===== src/rtl/fetch_pc_unit.sv =====
// Instruction-fetch / next-PC stage: holds the PC and the NZCV flags, fetches over a
// req/ack port, and commits the branch/flag decision when the datapath advances.
module fetch_pc_unit #(
  parameter logic [63:0] RESET_PC = 64'h0
) (
  input  logic        clk,
  input  logic        reset,
  output logic        imem_req,
  output logic [63:0] imem_addr,
  input  logic [31:0] imem_rdata,
  input  logic        imem_ack,
  output logic [31:0] instruction,
  output logic        instr_valid,
  input  logic        advance,
  input  logic        Branch,
  input  logic        cbz,
  input  logic        blt,
  input  logic        bl,
  input  logic        br,
  input  logic        setFlag,
  input  logic [63:0] imm,
  input  logic [63:0] br_target,
  input  logic        zero,
  input  logic [3:0]  alu_flags,
  output logic [3:0]  flags,
  output logic [63:0] pc,
  output logic [63:0] link_addr
);

  typedef enum logic {FETCH, EXEC} state_t;

  state_t      state, state_n;
  logic [63:0] pc_n, next_pc, seq_pc, tgt_pc;
  logic [3:0]  flags_n;
  logic [31:0] instr_n;
  logic        lt;

  // BL differs from B only in the link write, which the datapath takes from link_addr.
  logic unused_bl;
  assign unused_bl = bl;

  assign seq_pc    = pc + 64'd4;
  assign tgt_pc    = pc + (imm << 2);
  assign lt        = flags[3] ^ flags[0];
  assign link_addr = seq_pc;
  assign imem_addr = pc;
  assign imem_req  = (state == FETCH) && !reset;

  always_comb begin
    next_pc = seq_pc;
    if (br)
      next_pc = br_target;
    else if (Branch && cbz)
      next_pc = zero ? tgt_pc : seq_pc;
    else if (Branch && blt)
      next_pc = lt ? tgt_pc : seq_pc;
    else if (Branch)
      next_pc = tgt_pc;
  end

  always_comb begin
    state_n = state;
    pc_n    = pc;
    flags_n = flags;
    instr_n = instruction;
    case (state)
      FETCH: begin
        if (imem_ack) begin
          instr_n = imem_rdata;
          state_n = EXEC;
        end
      end
      EXEC: begin
        if (advance) begin
          pc_n = next_pc;
          if (setFlag)
            flags_n = alu_flags;
          state_n = FETCH;
        end
      end
      default: state_n = FETCH;
    endcase
  end

  always_ff @(posedge clk or posedge reset) begin
    if (reset) begin
      state       <= FETCH;
      pc          <= RESET_PC;
      flags       <= '0;
      instruction <= '0;
      instr_valid <= 1'b0;
    end else begin
      state       <= state_n;
      pc          <= pc_n;
      flags       <= flags_n;
      instruction <= instr_n;
      instr_valid <= (state_n == EXEC);
    end
  end

endmodule


===== config.mk =====
export PLATFORM = sky130hd
export DESIGN_NAME = fetch_pc_unit
export DESIGN_NICKNAME = d
export VERILOG_FILES = /design/src/rtl/fetch_pc_unit.sv
export SDC_FILE = /design/constraint.sdc
export NUM_CORES = 1
export LEC_CHECK = 0
export ABC_AREA = 0
export BUFFER_PORTS_ARGS = -buffer_cell sky130_fd_sc_hd__buf_2
export CORE_MARGIN = 2
export CORE_UTILIZATION = 41
export CTS_CLUSTER_DIAMETER = 40
export DETAILED_ROUTE_END_ITERATION = 7
export HOLD_SLACK_MARGIN = 0.12
export PLACE_DENSITY = 0.7
export SYNTH_ARGS = -nofsm -noshare
export SYNTH_HDL_FRONTEND = slang
export SYNTH_SLANG_ARGS = --single-unit
export TNS_END_PERCENT = 5

===== constraint.sdc =====
create_clock -name clk -period 9.24 [get_ports clk]
set_input_delay 1.848 -clock clk [delete_from_list [all_inputs] [get_ports clk]]
set_output_delay 1.848 -clock clk [all_outputs]
set_load 0.01 [all_outputs]

* Yosys cells after proc, flatten, opt, wreduce, memory -nomap -nowiden
Cells that the tools add are included.
Cells by class: $add $sub $neg 2, muxes and demuxes 9, bitwise operators 2, reduce and logical (&&, ||, !) cells 7
Operator list (count):
- $mux W64 | 6
- $add A64 B3 Y64 const B | 1
- $add A64 B64 Y64 | 1
- $reduce_and A2 Y1 | 2
- $logic_and A1 B1 Y1 | 3
- $reduce_and A3 Y1 | 1
- $mux W1 | 2
- $pmux W1 S2 | 1
- $logic_not A1 Y1 | 1
- $not A1 Y1 | 1
- $xor A1 B1 Y1 | 1
Storage, ports and cells: register bits 101, input port bits 175, output and inout bits 230

* Longest topological paths before layout
Gate-level depths: netlist (run 1).
depth after elaboration 5, depth in mapped cells 12, mapped depth without buffers 12

* Least setup slack after synthesis (run 1)
OpenSTA, ideal clock, no wires.
path kind in2reg, start point input port imm[0], end point register pc[56], in the netlist imem_addr[56], setup time 0.138 ns, arrival 4.438 ns, data required time 9.102 ns, setup slack 4.664 ns, stages 12, cell sequence ha_1 -> fa_1 -> a21o_1 -> a221oi_2 -> o21ba_2 -> nor4_2 -> a21oi_1 -> o41ai_2 -> a41oi_1 -> o21a_1 -> xnor2_1 -> o22ai_1
Between the ends: longest elaborated chain between the ends 5, elaborated cells between the ends (all ways) 7
RTL lines:
- from (decl) | RTL line 21 | input logic [63:0] imm,
- $add A64 B64 Y64 (*) | RTL line 43 | assign tgt_pc = pc + (imm << 2);
- $mux W64, on equally long branches | RTL line 57, 56
- $mux W64 | RTL line 55 | else if (Branch && blt)
- $mux W64 (*) | RTL line 53 | else if (Branch && cbz)
- $mux W64 (*) | RTL line 51 | if (br)
- to (signal assigned) | RTL line 94 | pc <= pc_n;
- to (decl) | RTL line 26 | output logic [63:0] pc,
Mark *: on every way between the ends. The rest lies on a longest branch, timed or not. A chain may end at the register's enable or synchronous reset.

* Final worst setup path (run 1)
start point register pc[15], in the netlist imem_addr[15], end point output port link_addr[42]
Between the ends: longest elaborated chain between the ends 1
RTL lines:
- $add A64 B3 Y64 | RTL line 42 | assign seq_pc = pc + 64'd4;
- to (decl) | RTL line 27 | output logic [63:0] link_addr
No other way between the ends.

==> results.sh, run 1 <==
export IMPL_drt_pass1_iterations=5
export IMPL_dieArea_um2=26300
export IMPL_ir_worst_vdd_mv=0.137
export IMPL_hold_buffers=0
export IMPL_routedWlPerCell_um=20.3
export IMPL_clock_sinks=101
export IMPL_rr_worst_depth=12
export IMPL_fmax_mhz=180
export IMPL_clock_skew_ns=0.0164
export IMPL_yosysMostFrequentCell="nand2_1"
export IMPL_die_h_um=162
export IMPL_crit_arrival_ns=3.72
export IMPL_grt_overflow=0
export IMPL_maxSlewHeadroom_pct=35.5
export IMPL_worst_slew_pin_slew_ns=0.965
export IMPL_synth_fp_nets=1506
export IMPL_slew_violations=0
export IMPL_wl_mm=38.4
export IMPL_outcome="complete, no violations"
export IMPL_rows=57
export IMPL_cts_tree="yes"
export IMPL_ys_warn_count=0
export IMPL_power_uw=3280
export IMPL_grt_start_max_net_pins=90
export IMPL_regToRegEndpoint="imem_addr[56]"
export IMPL_synth_seq_cells=101
export IMPL_netlist_area_um2=10200
export IMPL_start_util_pct=41.9
export IMPL_syn_area_per_cell_um2=8.08
export IMPL_hold_class="reg -> reg"
export IMPL_powerDensity_nw_per_um2=269
export IMPL_gp_congestion=0.913
export IMPL_grt_pass1_wl_mm=57.8
export IMPL_post_cts_setup_buffer_count=0
export IMPL_cts_repair_resized=0
export IMPL_finalNetCount=1792
export IMPL_antenna_found_initial=3
export IMPL_finalCriticalPeriod_ns=5.57
export IMPL_dominantRegCellSynth="dfrtp_1"
export IMPL_grt_use_total_pct=28.2
export IMPL_drc_errors=0
export IMPL_final_setup_tns_ns=0
export IMPL_drt_iter0_markers=723
export IMPL_cp_max_fo=9
export IMPL_h_tree_depth=3
export IMPL_holdPathStages=1
export IMPL_p_leak_uw=0.00587
export IMPL_cp_start_kind="flip-flop"
export IMPL_grt_pass1_vias=10254
export IMPL_place_detailed_hpwl_mm=29.3
export IMPL_rsz0062_at_grt="no"
export IMPL_fin_crit_sh_pct=60.3
export IMPL_min_to="instruction[10]"
export IMPL_end_kind="output pin"
export IMPL_critPathKind="reg -> out"
export IMPL_yosysTopAreaCell="dfrtp_1"
export IMPL_yosysSeqAreaShare_pct=24.7
export IMPL_synthTopCellsByArea="dfrtp_1 25%, ha_1 7.6%, xnor2_1 5.9%"
export IMPL_yosys_area_top_type_share_pct=24.7
export IMPL_io_buffers=401
export IMPL_async_flop_share_pct=100
export IMPL_regToRegStartpoint="imem_addr[2]"
export IMPL_rrSetupSlack_ns=5.03
export IMPL_hold_violations=0
export IMPL_cap_viol_max_count=0
export IMPL_ant_nets=0
export IMPL_numCtsBuffers=9
export IMPL_via_per_inst=5.79
export IMPL_vias=10922
export IMPL_synthCells=1268
export IMPL_yosysUniqueCellTypes=86
export IMPL_core_area_um2=24500
export IMPL_drive_above_1_share_pct=31.7
export IMPL_synth_edff_count=0
export IMPL_io_pins=405
export IMPL_cts_root_buf="clkbuf_16"
export IMPL_synth_common_cells="137 x nand2_1, 101 x a21oi_1, 101 x dfrtp_1"
export IMPL_clockBufferDepth=2
export IMPL_clk_pin_slew_worst_paths_ns=0.09
export IMPL_synthToLayoutAreaGrowth_pct=18.9
export IMPL_fp_dieW_um=162
export IMPL_min_from="instruction[10]"
export IMPL_crit_required_ns=7.39
export IMPL_setup_violations=0
export IMPL_insertion_delay_ns=0.37
[critical path, stage by stage, from the launching register on]
cell,delay [ns]
dfrtp_1,0.53
and4_1,0.28
nand3_1,0.21
nor4_2,0.61
nand3_1,0.32
nor3_1,0.70
nand3_1,0.18
xnor2_1,0.32
buf_2,0.20
[logic make-up (layout without fill, tap and decap cells)]
logic type      count (synthesis)  after routing  share of synthesized area [%]
other cells                     0              2                              0
simple gates                  398            398                           18.7
compound gates                383            383                           24.7
flops                         101            101                           24.7
xor+xnor                      115            115                           9.83
fa+ha+maj                      63             63                           7.77
mux                            46             46                           4.96
buf+inv                       162            453                           9.39
[metrics by stage]
stage / utilization [%] / cell area [um2] / hold WS (ns) / setup slack, ns / cells
3_5_place_dp: 48.5 / 11900 / 0.490 / 3.71 / 1867
2_1_floorplan: - / 10200 / 0.550 / 4.66 / 1268
4_1_cts: 49.8 / 12200 / 0.509 / 3.56 / 1883
6_report: 49.8 / 12200 / 0.507 / 3.67 / 1885
3_3_place_gp: 48.5 / 11900 / 0.484 / 3.70 / 1867
5_1_grt: 49.8 / 12200 / 0.524 / 3.40 / 1885
[power breakdown]
group | switching, uW | total [uW] | internal [uW]
combinational | 1180 | 2040 | 854
sequential | 267 | 841 | 574
clock | 214 | 407 | 193
total | 1660 | 3280 | 1620
[state kept, by name (all words and copies together), names as in the netlist]
| name | count |
|---|---|
| flags | 4 |
| state | 1 |
| instruction | 32 |
| imem_addr | 64 |
[area by class of cell]
class	instances	area, um2
Antenna cell	2	5.00
Clock inverter	7	80.1
Clock buffer	9	225
Inverter	27	104
Multi-Input combinational cell	1005	6760
Sequential cell	101	2530
Fill cell	2444	12300
Timing Repair Buffer	410	2070
Tap cell	324	405
[layout by cell type (no fill, tap or decap), drive strengths merged, types with 6 or more instances in the layout]
| cell type | instances |
|---|---|
| xnor2 | 69 |
| mux2 | 38 |
| a21oi | 102 |
| dfrtp | 101 |
| o221ai | 7 |
| o31ai | 6 |
| o21bai | 12 |
| nand2b | 7 |
| a31oi | 12 |
| nand4 | 26 |
| a211oi | 23 |
| nor4 | 10 |
| a221oi | 19 |
| clkbuf | 9 |
| o22ai | 9 |
| nor3 | 16 |
| nand2 | 137 |
| o21ai | 95 |
| mux2i | 8 |
| and3 | 35 |
| xor2 | 46 |
| a22oi | 7 |
| buf | 410 |
| a21o | 28 |
| inv | 28 |
| nand3 | 43 |
| o21a | 9 |
| ha | 62 |
| o211ai | 17 |
| and2 | 6 |
| nor2 | 91 |
[routing by layer]
layer	share of wire (%)	track usage, %
met5	0.034	0
met4	2.3	8.81
met3	7.2	4.62
met2	48	47.4
met1	43	37.0
[how the worst max path moves through the flow]
stage	start	endpoint	slack (ns)	depth (start not counted)
2_1_floorplan	imm[0]	imem_addr[56]	4.66	12
3_3_place_gp	imm[0]	imem_addr[56]	3.70	13
3_5_place_dp	imm[0]	imem_addr[56]	3.71	13
4_1_cts	imem_addr[15]	link_addr[42]	3.56	8
5_1_grt	imem_addr[15]	link_addr[42]	3.40	8
6_report	imem_addr[15]	link_addr[42]	3.67	8
Note: power is estimated with default switching activity, not from simulation.
==> run 2, diff against run 1 <==
--- a/config.mk
+++ b/config.mk
@@ -12,7 +12,7 @@
 export CTS_CLUSTER_DIAMETER = 40
 export DETAILED_ROUTE_END_ITERATION = 7
 export HOLD_SLACK_MARGIN = 0.12
-export PLACE_DENSITY = 0.7
+export PLACE_DENSITY = 0.73
 export SYNTH_ARGS = -nofsm -noshare
 export SYNTH_HDL_FRONTEND = slang
 export SYNTH_SLANG_ARGS = --single-unit
==> constraint.sdc (replaced) <==
create_clock -name clk -period 4.48 [get_ports clk]
set_input_delay 0.896 -clock clk [delete_from_list [all_inputs] [get_ports clk]]
set_output_delay 0.896 -clock clk [all_outputs]
set_load 0.01 [all_outputs]
==> run 2 against run 1 <==
  * Hold slack got worse by 0.00072 ns
  * Sequential share of layout area down 0.38 points
  * Flip-flop and latch count is the same
  * Critical path depth unchanged
  * Final cell count is 1.5% higher
  * Clock power up 120%
  * Register-to-register slack lost 4.5 ns
  * Global-route usage up 0.34 points
  * Routed wire length grew 0.75%
  * Setup slack got worse by 3.4 ns
  * Core utilization increased by 0.93 points
  * Largest cell class unchanged
  * Largest power group unchanged
==> results.sh, run 2 (synthesized netlist as in run 1, its figures left out) <==
export IMPL_largest_reg_flops=64
export IMPL_gp_congestion=0.930
export IMPL_rr_worst_depth=12
export IMPL_crit_required_ns=3.58
export IMPL_fp_dieW_um=162
export IMPL_finalCriticalPeriod_ns=4.21
export IMPL_mostFrequentLayoutCells="401 x buf_2, 136 x nand2_1, 101 x a21oi_1, 101 x dfrtp_1, 91 x o21ai_0"
export IMPL_antenna_found_initial=8
export IMPL_numCtsBuffers=9
export IMPL_dieArea_um2=26300
export IMPL_via_per_inst=5.77
export IMPL_grt_overflow=0
export IMPL_drt_iter0_markers=895
export IMPL_regToRegEndpoint="imem_addr[49]"
export IMPL_place_detailed_hpwl_mm=30.2
export IMPL_grt_pass1_wl_mm=58.5
export IMPL_min_to="instruction[2]"
export IMPL_finalNetCount=1818
export IMPL_final_common_cell="buf_2"
export IMPL_core_area_um2=24500
export IMPL_p_leak_uw=0.00599
export IMPL_setup_violations=0
export IMPL_ir_worst_vdd_mv=0.240
export IMPL_outcome="complete, no violations"
export IMPL_die_h_um=162
export IMPL_worst_slew_pin_slew_ns=0.804
export IMPL_fmax_mhz=237
export IMPL_crit_arrival_ns=3.32
export IMPL_grt_start_max_net_pins=47
export IMPL_crit_start="imem_addr[16]"
export IMPL_fin_crit_sh_pct=94.0
export IMPL_hold_slack_ns=0.506
export IMPL_clock_skew_ns=0.0104
export IMPL_rsz0062_at_grt="no"
export IMPL_cp_max_fo=8
export IMPL_clock_sinks=101
export IMPL_synthToLayoutAreaGrowth_pct=21.1
export IMPL_grt_pass1_vias=10533
export IMPL_wl_mm=38.6
export IMPL_min_from="instruction[2]"
export IMPL_h_tree_depth=3
export IMPL_hold_violations=0
export IMPL_insertion_delay_ns=0.37
export IMPL_cts_tree="yes"
export IMPL_final_setup_tns_ns=0
export IMPL_ant_nets=0
export IMPL_rows=57
export IMPL_maxSlewHeadroom_pct=46.2
export IMPL_clockBufferDepth=2
export IMPL_start_util_pct=41.9
export IMPL_critPathKind="reg -> out"
export IMPL_cts_root_buf="clkbuf_16"
export IMPL_drc_errors=0
export IMPL_powerDensity_nw_per_um2=556
export IMPL_routedWlPerCell_um=20.2
export IMPL_end_kind="output pin"
export IMPL_drive_above_1_share_pct=32.9
export IMPL_hold_class="reg -> reg"
export IMPL_cap_viol_max_count=0
export IMPL_cp_start_kind="flip-flop"
export IMPL_grt_use_total_pct=28.5
export IMPL_rrSetupSlack_ns=0.58
export IMPL_clk_pin_slew_worst_paths_ns=0.08
export IMPL_regToRegStartpoint="imem_addr[33]"
export IMPL_drt_pass1_iterations=5
export IMPL_vias=11035
export IMPL_io_pins=405
export IMPL_slew_violations=0
export IMPL_io_buffers=401
export IMPL_holdPathStages=1
==> run 2: worst max path at each step <==
stage	end	slack, ns	cells past startpoint
3_3_place_gp	imem_addr[56]	0.29	15
6_report	link_addr[49]	0.27	8
4_1_cts	link_addr[55]	0.16	8
3_5_place_dp	imem_addr[56]	0.31	14
2_1_floorplan	imem_addr[56]	0.86	12
5_1_grt	link_addr[49]	0.08	8
==> run 2: report_power, final <==
| group | internal (uW) | switching [uW] | leakage, uW |
|---|---|---|---|
| clock network | 450 | 431 | 0.000149 |
| logic | 1810 | 2510 | 0.00463 |
| registers | 1180 | 514 | 0.00121 |
| total | 3450 | 3450 | 0.00599 |
==> run 2: repair_timing <==
action,4_1_cts,5_1_grt
setup buffers,0,0
resized for setup,1,1
gates cloned,0,0
pin swaps,0,0
hold buffers,0,0
endpoints found under the setup margin,1,1
==> run 2: area by class of cell <==
| cell class | count | area, um2 |
|---|---|---|
| flip-flops and latches | 101 | 2530 |
| multi-input cells | 1005 | 6780 |
| fillers | 2398 | 12100 |
| diodes | 5 | 12.5 |
| well taps | 324 | 405 |
| repair buffers | 436 | 2270 |
| clock inverters | 7 | 92.6 |
| inverters | 27 | 104 |
| clock buffers | 9 | 225 |
==> run 2: layer usage <==
metal / GRT usage [%] / wire length (um) / vias to the layer above
li1: - / - / 5218
met1: 36.6 / 16100 / 5203
met2: 48.3 / 18500 / 537
met3: 5.39 / 3100 / 73
met4: 9.13 / 945 / 4
met5: 0 / 23 / -
==> run 2: critical path, cell delays in order (launching register included) <==
cell,delay (ns)
dfrtp_1,0.53
and4_1,0.29
nand3_1,0.22
nor4_2,0.55
nand2_1,0.18
nor3_1,0.47
and3_1,0.24
xor2_1,0.28
buf_2,0.19
==> run 2: metrics by stage <==
step | area (um2) | utilization (%) | instances | power (uW) | worst slack, ns
3_5_place_dp | 12100 | 49.3 | 1893 | 5970 | 0.312
4_1_cts | 12400 | 50.7 | 1909 | 6890 | 0.158
6_report | 12400 | 50.7 | 1914 | 6900 | 0.268
2_1_floorplan | 10200 | - | 1268 | 4720 | 0.856
3_3_place_gp | 12100 | 49.3 | 1893 | 5930 | 0.292
5_1_grt | 12400 | 50.7 | 1914 | 7400 | 0.0834
